--- config.mk ---
export PLATFORM = sky130hd
export DESIGN_NAME = uart_rx
export DESIGN_NICKNAME = d
export VERILOG_FILES = /design/src/rtl/uart_pkg.sv /design/src/rtl/uart_sync2.sv /design/src/rtl/uart_rx.sv
export SDC_FILE = /design/constraint.sdc
export NUM_CORES = 1
export LEC_CHECK = 0
export BUFFER_PORTS_ARGS = -buffer_cell sky130_fd_sc_hd__clkbuf_2
export CAP_MARGIN = 20
export CELL_PAD_IN_SITES_DETAIL_PLACEMENT = 1
export CELL_PAD_IN_SITES_GLOBAL_PLACEMENT = 2
export CORE_MARGIN = 2
export CORE_UTILIZATION = 40
export DETAILED_ROUTE_END_ITERATION = 8
export GPL_TIMING_DRIVEN = 0
export PLACE_DENSITY = 0.81
export SYNTH_ARGS = -nofsm -noshare
export SYNTH_HDL_FRONTEND = slang
export SYNTH_SLANG_ARGS = --single-unit
--- constraint.sdc ---
create_clock -name clk_i -period 4 [get_ports clk_i]
set_clock_uncertainty 0.15 [all_clocks]
set_input_delay 0 -clock clk_i [delete_from_list [all_inputs] [get_ports clk_i]]
set_output_delay 0 -clock clk_i [all_outputs]
set_load 0.05 [all_outputs]
--- src/rtl/uart_pkg.sv ---
// ---------------------------------------------------------------------------
// uart_pkg
//
// Definitions shared by the UART receiver and transmitter:
//   rx_state_t      - receiver FSM state encoding
//   PARITY_EVEN/ODD - meaning of the parity select input
//   clks_per_bit()  - system clocks per line bit (integer division)
//   cnt_width()     - width of a counter that must reach clks_per_bit-1
//   parity_mismatch - parity verdict from the XOR of data and parity bits
// ---------------------------------------------------------------------------
package uart_pkg;

    typedef enum logic [2:0] {
        IDLE   = 3'd0,
        START  = 3'd1,
        DATA   = 3'd2,
        PARITY = 3'd3,
        STOP1  = 3'd4,
        STOP2  = 3'd5
    } rx_state_t;

    localparam logic PARITY_EVEN = 1'b0;
    localparam logic PARITY_ODD  = 1'b1;

    function automatic int clks_per_bit(input int clk_hz, input int baud);
        return clk_hz / baud;
    endfunction

    function automatic int cnt_width(input int cpb);
        return (cpb > 1) ? $clog2(cpb) : 1;
    endfunction

    // ones: XOR over all data bits and the received parity bit.
    // Even parity wants that XOR to be 0, odd parity wants it to be 1.
    function automatic logic parity_mismatch(input logic ones, input logic sel);
        logic bad;
        case (sel)
            PARITY_EVEN: bad = ones;
            PARITY_ODD:  bad = ~ones;
            default:     bad = 1'b1;
        endcase
        return bad;
    endfunction

endpackage

--- src/rtl/uart_sync2.sv ---
// ---------------------------------------------------------------------------
// uart_sync2
//
// Two-flop synchronizer for a single asynchronous input bit.
//   RESET_VAL - value both flops take while rst is high
// Ports:
//   clk - destination clock
//   rst - asynchronous reset, active-high
//   d   - asynchronous input
//   q   - synchronized output (two clocks of latency)
// ---------------------------------------------------------------------------
module uart_sync2 #(
    parameter logic RESET_VAL = 1'b1
) (
    input  logic clk,
    input  logic rst,
    input  logic d,
    output logic q
);

    logic meta;

    always_ff @(posedge clk or posedge rst) begin
        if (rst) begin
            meta <= RESET_VAL;
            q    <= RESET_VAL;
        end else begin
            meta <= d;
            q    <= meta;
        end
    end

endmodule

--- src/rtl/uart_rx.sv ---
// ---------------------------------------------------------------------------
// uart_rx
//
// UART receiver: 8 data bits LSB first, optional even/odd parity, one or two
// stop bits. Frame format is latched at start-bit detection, so config input
// changes during a frame do not disturb it.
//
// Parameters:
//   p_clk_speed_hz - system clock frequency in Hz
//   p_baud_rate    - line bit rate; p_clk_speed_hz / p_baud_rate must be >= 4
//
// Ports:
//   clk_i        - system clock
//   rst_i        - asynchronous reset, active-high (aborts any frame)
//   enable_i     - allows start-bit detection (looked at only in IDLE)
//   data_i       - asynchronous serial line, idle high
//   parity_en_i  - 1: a parity bit follows the data bits
//   parity_sel_i - 0: even parity, 1: odd parity
//   stop_sel_i   - 0: one stop bit, 1: two stop bits
//   data_o       - last received byte, held until the next data_valid_o
//   data_valid_o - one-cycle strobe at the end of every frame
//   parity_err_o - parity mismatch, valid with data_valid_o only
//   frame_err_o  - a stop bit was sampled low, valid with data_valid_o only
//   busy_o       - high from start-bit detection until back in IDLE
//
// Build option:
//   UART_RX_MAJORITY_EN - when defined, every bit decision is the 2-of-3
//   majority of the synchronized line over three consecutive clocks centred
//   on the bit midpoint; decisions then land one clock later. When undefined
//   a single sample at the midpoint is used.
// ---------------------------------------------------------------------------
module uart_rx
    import uart_pkg::*;
#(
    parameter int p_clk_speed_hz = 50_000_000,
    parameter int p_baud_rate    = 115_200
) (
    input  logic       clk_i,
    input  logic       rst_i,
    input  logic       enable_i,
    input  logic       data_i,
    input  logic       parity_en_i,
    input  logic       parity_sel_i,
    input  logic       stop_sel_i,
    output logic [7:0] data_o,
    output logic       data_valid_o,
    output logic       parity_err_o,
    output logic       frame_err_o,
    output logic       busy_o
);

    localparam int CPB = clks_per_bit(p_clk_speed_hz, p_baud_rate);
    localparam int CW  = cnt_width(CPB);

    // START is entered with the counter at 0 one clock after the synced
    // falling edge, so deciding at CPB/2-1 lands on the start-bit midpoint.
    // The majority vote needs the sample after the midpoint as well.
`ifdef UART_RX_MAJORITY_EN
    localparam int START_DEC = CPB / 2;
`else
    localparam int START_DEC = CPB / 2 - 1;
`endif

    localparam logic [CW-1:0] START_LAST = CW'(START_DEC);
    localparam logic [CW-1:0] BIT_LAST   = CW'(CPB - 1);

    localparam logic [2:0] ST_IDLE   = IDLE;
    localparam logic [2:0] ST_START  = START;
    localparam logic [2:0] ST_DATA   = DATA;
    localparam logic [2:0] ST_PARITY = PARITY;
    localparam logic [2:0] ST_STOP1  = STOP1;
    localparam logic [2:0] ST_STOP2  = STOP2;

    logic          line_s;     // synchronized line
    logic [1:0]    warm;       // fills with ones once line_s carries real data
    logic          line_q;     // previous line_s, forced low until trusted
    logic          fall;       // synced falling edge after a trusted high
    logic          bit_val;    // bit decision at the current sample point

    logic [2:0]    state;
    logic [CW-1:0] cnt;
    logic [2:0]    bit_idx;
    logic [7:0]    shift_q;
    logic          ones_q;     // running XOR of the data bits
    logic          par_en_q;
    logic          par_sel_q;
    logic          stop2_q;
    logic          perr_q;
    logic          ferr_q;

    uart_sync2 #(
        .RESET_VAL(1'b1)
    ) u_sync (
        .clk(clk_i),
        .rst(rst_i),
        .d  (data_i),
        .q  (line_s)
    );

    // The synchronizer resets to 1, so for the first two clocks after reset
    // line_s shows the reset value rather than the line. Those clocks must not
    // count as "line seen high", otherwise a stuck-low line would look like a
    // start bit. line_q only becomes 1 from a trusted high sample, so a fall
    // always implies the line was genuinely high beforehand.
    assign fall = line_q & ~line_s;

`ifdef UART_RX_MAJORITY_EN
    logic [1:0] hist;   // hist[0]: line_s one clock ago, hist[1]: two ago

    always_ff @(posedge clk_i or posedge rst_i) begin
        if (rst_i) begin
            hist <= 2'b11;
        end else begin
            hist <= {hist[0], line_s};
        end
    end

    assign bit_val = (hist[1] & hist[0]) | (hist[1] & line_s) | (hist[0] & line_s);
`else
    assign bit_val = line_s;
`endif

    assign busy_o = (state != ST_IDLE);

    always_ff @(posedge clk_i or posedge rst_i) begin
        if (rst_i) begin
            warm         <= 2'b00;
            line_q       <= 1'b0;
            state        <= ST_IDLE;
            cnt          <= '0;
            bit_idx      <= 3'd0;
            shift_q      <= 8'h00;
            ones_q       <= 1'b0;
            par_en_q     <= 1'b0;
            par_sel_q    <= 1'b0;
            stop2_q      <= 1'b0;
            perr_q       <= 1'b0;
            ferr_q       <= 1'b0;
            data_o       <= 8'h00;
            data_valid_o <= 1'b0;
            parity_err_o <= 1'b0;
            frame_err_o  <= 1'b0;
        end else begin
            warm         <= {warm[0], 1'b1};
            line_q       <= warm[1] & line_s;
            data_valid_o <= 1'b0;
            parity_err_o <= 1'b0;
            frame_err_o  <= 1'b0;

            case (state)
                ST_IDLE: begin
                    if (enable_i && fall) begin
                        par_en_q  <= parity_en_i;
                        par_sel_q <= parity_sel_i;
                        stop2_q   <= stop_sel_i;
                        cnt       <= '0;
                        state     <= ST_START;
                    end
                end

                ST_START: begin
                    if (cnt == START_LAST) begin
                        // From here on the counter wraps at each bit midpoint,
                        // so every later decision is CPB clocks after the last.
                        cnt     <= '0;
                        bit_idx <= 3'd0;
                        ones_q  <= 1'b0;
                        perr_q  <= 1'b0;
                        ferr_q  <= 1'b0;
                        state   <= bit_val ? ST_IDLE : ST_DATA;
                    end else begin
                        cnt <= cnt + CW'(1);
                    end
                end

                ST_DATA, ST_PARITY, ST_STOP1, ST_STOP2: begin
                    if (cnt != BIT_LAST) begin
                        cnt <= cnt + CW'(1);
                    end else begin
                        cnt <= '0;
                        case (state)
                            ST_DATA: begin
                                shift_q <= {bit_val, shift_q[7:1]};
                                ones_q  <= ones_q ^ bit_val;
                                bit_idx <= bit_idx + 3'd1;
                                if (bit_idx == 3'd7) begin
                                    state <= par_en_q ? ST_PARITY : ST_STOP1;
                                end
                            end

                            ST_PARITY: begin
                                perr_q <= parity_mismatch(ones_q ^ bit_val, par_sel_q);
                                state  <= ST_STOP1;
                            end

                            ST_STOP1: begin
                                if (stop2_q) begin
                                    ferr_q <= ~bit_val;
                                    state  <= ST_STOP2;
                                end else begin
                                    data_o       <= shift_q;
                                    data_valid_o <= 1'b1;
                                    parity_err_o <= perr_q;
                                    frame_err_o  <= ~bit_val;
                                    state        <= ST_IDLE;
                                end
                            end

                            default: begin
                                // ST_STOP2: finishing at the midpoint leaves
                                // half a bit to catch a back-to-back start.
                                data_o       <= shift_q;
                                data_valid_o <= 1'b1;
                                parity_err_o <= perr_q;
                                frame_err_o  <= ferr_q | ~bit_val;
                                state        <= ST_IDLE;
                            end
                        endcase
                    end
                end

                default: begin
                    state <= ST_IDLE;
                end
            endcase
        end
    end

endmodule

# Word level (Yosys, flattened, before mapping)

Cells that the tools add are included.

Add/subtract/negate cells: 2
Bitwise logic cells: 9
Shift operators: 0
Magnitude comparators: 0
Divide/modulo/power cells: 0
Eq/ne operators: 17
Multiplexer cells: 43
Reductions and logical operators: 15
Multipliers: 0

Operators by type and width:

| cell                                                            | number |
|---|---|
| 3-bit two-way mux                                               | 9 |
| 9-bit two-way mux                                               | 3 |
| 9-bit one-hot mux with 3 select lines                           | 1 |
| 3-bit one-hot mux with 3 select lines                           | 2 |
| 1-bit two-way mux                                               | 17 |
| 2-bit inequality test, second input constant                    | 8 |
| 8-bit one-hot mux with 2 select lines                           | 1 |
| 4-bit AND reduction                                             | 4 |
| 1-bit one-hot mux with 2 select lines                           | 7 |
| 9-bit by 1-bit adder with 9-bit output, second input constant   | 1 |
| 3-bit == test, second input constant                            | 3 |
| 9-bit by 8-bit == test with 1-bit output, second input constant | 1 |
| 9-bit inequality test, second input constant                    | 1 |
| 8-bit two-way mux                                               | 1 |
| 3-bit by 2-bit == test with 1-bit output, second input constant | 2 |
| 3-bit one-hot mux with 2 select lines                           | 1 |
| 3-bit nonzero test                                              | 2 |
| 1-bit inverter                                                  | 5 |
| 5-bit AND reduction                                             | 1 |
| 2-bit AND reduction                                             | 2 |
| 4-bit OR reduction                                              | 1 |
| 3-bit by 1-bit adder with 3-bit output, second input constant   | 1 |
| 3-bit by 1-bit == test with 1-bit output, second input constant | 1 |
| 3-bit zero test                                                 | 1 |
| other kinds (9)                                                 | 10 |

Memory bits (writable): 0
Bits in read-only memories: 0
Register bits after elaboration: 45
Memories kept: 0
Input bits: 7
Bits in latches: 0

# Logic depth before layout (Yosys ltp)

Word-level depth: 6
Gate-level depth with buffers: 8

# Modules after synthesis

A second synthesis with hierarchy kept.

Cells, all modules: 196
Area total of the unflattened synthesis: 2194.6 um^2

By module, submodules not included:

| module     | cells an instance | seq. area each (um^2) | area an instance (um^2) | times used |
|---|---|---|---|---|
| uart_rx    | 193               | 1076.0                | 2138.3                  | 1 |
| uart_sync2 | 3                 | 52.6                  | 56.3                    | 1 |

# Worst setup path after synthesis

Ideal clock, no wire load.

Path type: reg2reg
From: reg cnt[1]
To: reg shift_q[0]
Cell stages (with the launch flop): 7
Arrival: 1.776 ns
Path buffers: 0
Path slack: 1.949 ns
Period minus slack after synthesis: 2.051 ns
Cell sequence: dfrtp_1 > inv_1 > ha_1 > and4b_4 > nand4_4 > nor3_4 > mux2_2

Longest elaborated chain between the ends: 3

RTL lines:

| element                       | RTL line       | source |
|---|---|---|
| start: declaration            | uart_rx.sv:81  | `logic [CW-1:0] cnt;` |
| start signal: assignment      | uart_rx.sv:172 | `cnt <= cnt + CW'(1);` |
| start signal: assignment      | uart_rx.sv:178 | `cnt <= cnt + CW'(1);` |
| 9-bit inequality test         | uart_rx.sv:177 | `if (cnt != BIT_LAST) begin` |
| 1-bit inverter (no line)      | --             |  |
| 3-bit AND reduction (no line) | --             |  |
| end signal: assignment        | uart_rx.sv:183 | `shift_q <= {bit_val, shift_q[7:1]};` |
| end: declaration              | uart_rx.sv:83  | `logic [7:0] shift_q;` |

Every way passes these cells.
A chain may end at the register's enable or synchronous reset.

# Final worst setup path

From: reg cnt[1]
To: reg shift_q[7]

Same word-level chain as after synthesis.

==> metrics.txt <==
outcome finished clean; final core utilization a little under half; clk buf depth 2; flops & latches, synth 45; design area roughly 0.0026 mm2; Initial Util 40.9%; Routed wire per std cell around 16 um; CP max FO 10; FFs w/ async S/R, synth 100%; global-route wire length before repair 8340 um; final setup margin about 1.7 ns; Die Wd slightly below 80 um; Reg2Reg Depth 6; RSZ-0062 raised after global routing false; TritonCTS clock tree built; Max-slew headroom 57.7%; Data arrival, critical path 2.33 ns; DR pass1 iterations 4; Antenna Violating Nets Remaining 0; Hold Crit Class input port to async pin; worst-margin pin slew ~0.63 ns; Rows 27; routed via count 1652; Die H around 80 um; largest net degree at the start of global routing 27; nets@finish 243; initial antenna violation count 0; most frequent cells in the layout dfrtp_1, mux2_2, clkbuf_2, nor2_1, o21ai_0; Layout area overhead 16.2%; Overflow after GRT 0; Req. time, crit path ~4.0 ns; Max VDD drop 0.207 mV; Num CTS Buffers 5; Crit. End Element flip-flop; Tcrit/Tclk final roughly 57%; Die ar. 0.00613 mm2; vias in the first global route about 1.7k; routed vias/inst between 5 and 6; core area roughly 0.0054 mm2; cell area power density 319 mW/mm2; Reg clk slew, reported paths around 0.080 ns; Fin. Hold Viols 0; Worst R2R Start cnt[1]$_DFFE_PP0P_; Syn Nets ~210; clock latency on the worst-skew pair approximately 0.3 ns; antenna cells 0; ratio of cells with drive above 1 in the final layout 26.3%; IO Pins 19; Setup WS pre-CTS between 1.5 and 2 ns; Mapped Cells 200; Peak Freq 0.436 GHz; Routed WL 4920 um; maxcap violations 0; Synth warnings 0; Tmin final 2.29 ns; TNS Setup 0 ns; Mean Syn Cell Area 11.0 um2; Clock H-tree levels 2; sequential cell area fraction in the yosys report 51.1%; Area after DPL 0.00241 mm2; HPWL Detailed 3570 um; Fillers 619; most common cell after layout, fill and taps aside dfrtp_1; CP Launch Type flip-flop; Post-synth EDFFs 0; Final Max Tran Viols 0; Initial DRC Count 88; # setup viols final 0; Clock Tree Root clkbuf_8; Worst R2R Setup Slack 1.71 ns; # port buffers 18; Yosys cell types 47; reg-to-reg endpoint shift_q[7]$_DFFE_PP0P_; clock sinks 45; Setup Buffers After CTS 0; Mapped Area 0.00221 mm2; total track usage 17.3%; predominant post-synthesis flop cell dfrtp_1; gpl congestion 0.827; # DRC 0; critical path type flip-flop to flip-flop; leakage 1.19 nW
[worst max-delay path by stage]
stage	start	end	slack (ns)	depth (start not counted)
2_1_floorplan	cnt[1]$_DFFE_PP0P_	shift_q[0]$_DFFE_PP0P_	1.95	6
3_3_place_gp	cnt[1]$_DFFE_PP0P_	shift_q[4]$_DFFE_PP0P_	1.68	6
3_5_place_dp	cnt[1]$_DFFE_PP0P_	shift_q[3]$_DFFE_PP0P_	1.67	6
4_1_cts	cnt[1]$_DFFE_PP0P_	shift_q[3]$_DFFE_PP0P_	1.66	6
5_1_grt	cnt[1]$_DFFE_PP0P_	shift_q[6]$_DFFE_PP0P_	1.57	6
6_report	cnt[1]$_DFFE_PP0P_	shift_q[7]$_DFFE_PP0P_	1.71	6
[metrics by stage]
step / cells / power (mW) / hold WS [ns]
after global placement: 290 / 0.484 / -0.0623
after global routing: 304 / 0.849 / 0.150
final: 304 / 0.820 / 0.111
after detailed placement: 291 / 0.487 / -0.109
after CTS: 304 / 0.834 / 0.113
after floorplan: 200 / 0.477 / -0.146
[worst max-delay path, stage by stage (launching register included)]
cell     delay (ns)
dfrtp_1        0.43
inv_1          0.11
ha_1           0.17
and4b_4        0.27
nand4_4        0.18
nor3_4         0.47
mux2_2         0.39
[sequential cells by signal, indices dropped and copies added (netlist names), 2 cells and up]
name,cells
data_o,8
shift_q,8
bit_idx,3
state,3
cnt,9
warm,2
[area by class of cell]
class / instances / area [um2] / area share (%)
Buffer: 8 / 40.0 / 1.56
Clock buffer: 6 / 72.6 / 2.83
Clock inverter: 2 / 35.0 / 1.36
Inverter: 10 / 37.5 / 1.46
Multi-Input combinational cell: 137 / 1000 / 39.1
Sequential cell: 45 / 1130 / 44.0
Tap cell: 72 / 90.1 / 3.51
Timing Repair Buffer: 24 / 160 / 6.24
[power by group]
part	switching [mW]	total, mW	internal [mW]
Combinational	0.0136	0.0225	0.00896
Clock	0.154	0.339	0.185
Sequential	0.000620	0.458	0.458
[synthesized netlist by cell type (2+ instances only)]
library cell | instances | area (um2)
nand2_1 | 12 | 45.0
nor3b_1 | 3 | 22.5
o21ai_0 | 13 | 65.1
nand4b_1 | 2 | 17.5
nor4_1 | 3 | 18.8
nor3_1 | 4 | 20.0
clkbuf_1 | 5 | 18.8
mux2i_1 | 2 | 20.0
a31oi_1 | 2 | 12.5
and2_1 | 2 | 12.5
dfstp_2 | 2 | 52.6
nand3_1 | 5 | 25.0
nand3b_1 | 2 | 15.0
nor3_4 | 2 | 32.5
mux2_2 | 19 | 214
buf_2 | 2 | 10.0
a21o_1 | 5 | 37.5
dfrtp_1 | 43 | 1080
nor2_1 | 16 | 60.1
nand4_1 | 2 | 12.5
ha_1 | 5 | 62.6
and3_2 | 2 | 15.0
xnor2_1 | 3 | 26.3
a21o_2 | 2 | 17.5
a2bb2oi_1 | 2 | 17.5
o22ai_1 | 4 | 25.0
a22oi_1 | 2 | 15.0
and3_1 | 3 | 18.8
a21oi_1 | 4 | 20.0
inv_1 | 9 | 33.8
o41ai_1 | 2 | 17.5
[layer usage]
metal,GRT usage (%),wire (um)
met5,0,0
met4,4.74,53
met3,3.22,159
met2,28.2,2380
met1,23.7,2320
[kinds of logic after synthesis]
family                   Yosys count  synth area share (%)
AO/OA/AOI/OAI                     43                  13.1
multiplexers                      21                  10.6
XOR/XNOR                           4                  1.59
buffers and inverters             18                  3.51
other                              1                 0.170
AND/OR/NAND/NOR                   63                  17.1
adder cells (fa/ha/maj)            5                  2.83
flip-flops                        45                  51.1
[what timing repair did]
| item | CTS | global route |
|---|---|---|
| hold buffers | 5 | 0 |
| endpoints found under the setup margin | 0 | 0 |
| gates resized for setup | 0 | 0 |
| endpoints found under the hold margin | 47 | 0 |
Power figures use the tool's default switching activity.
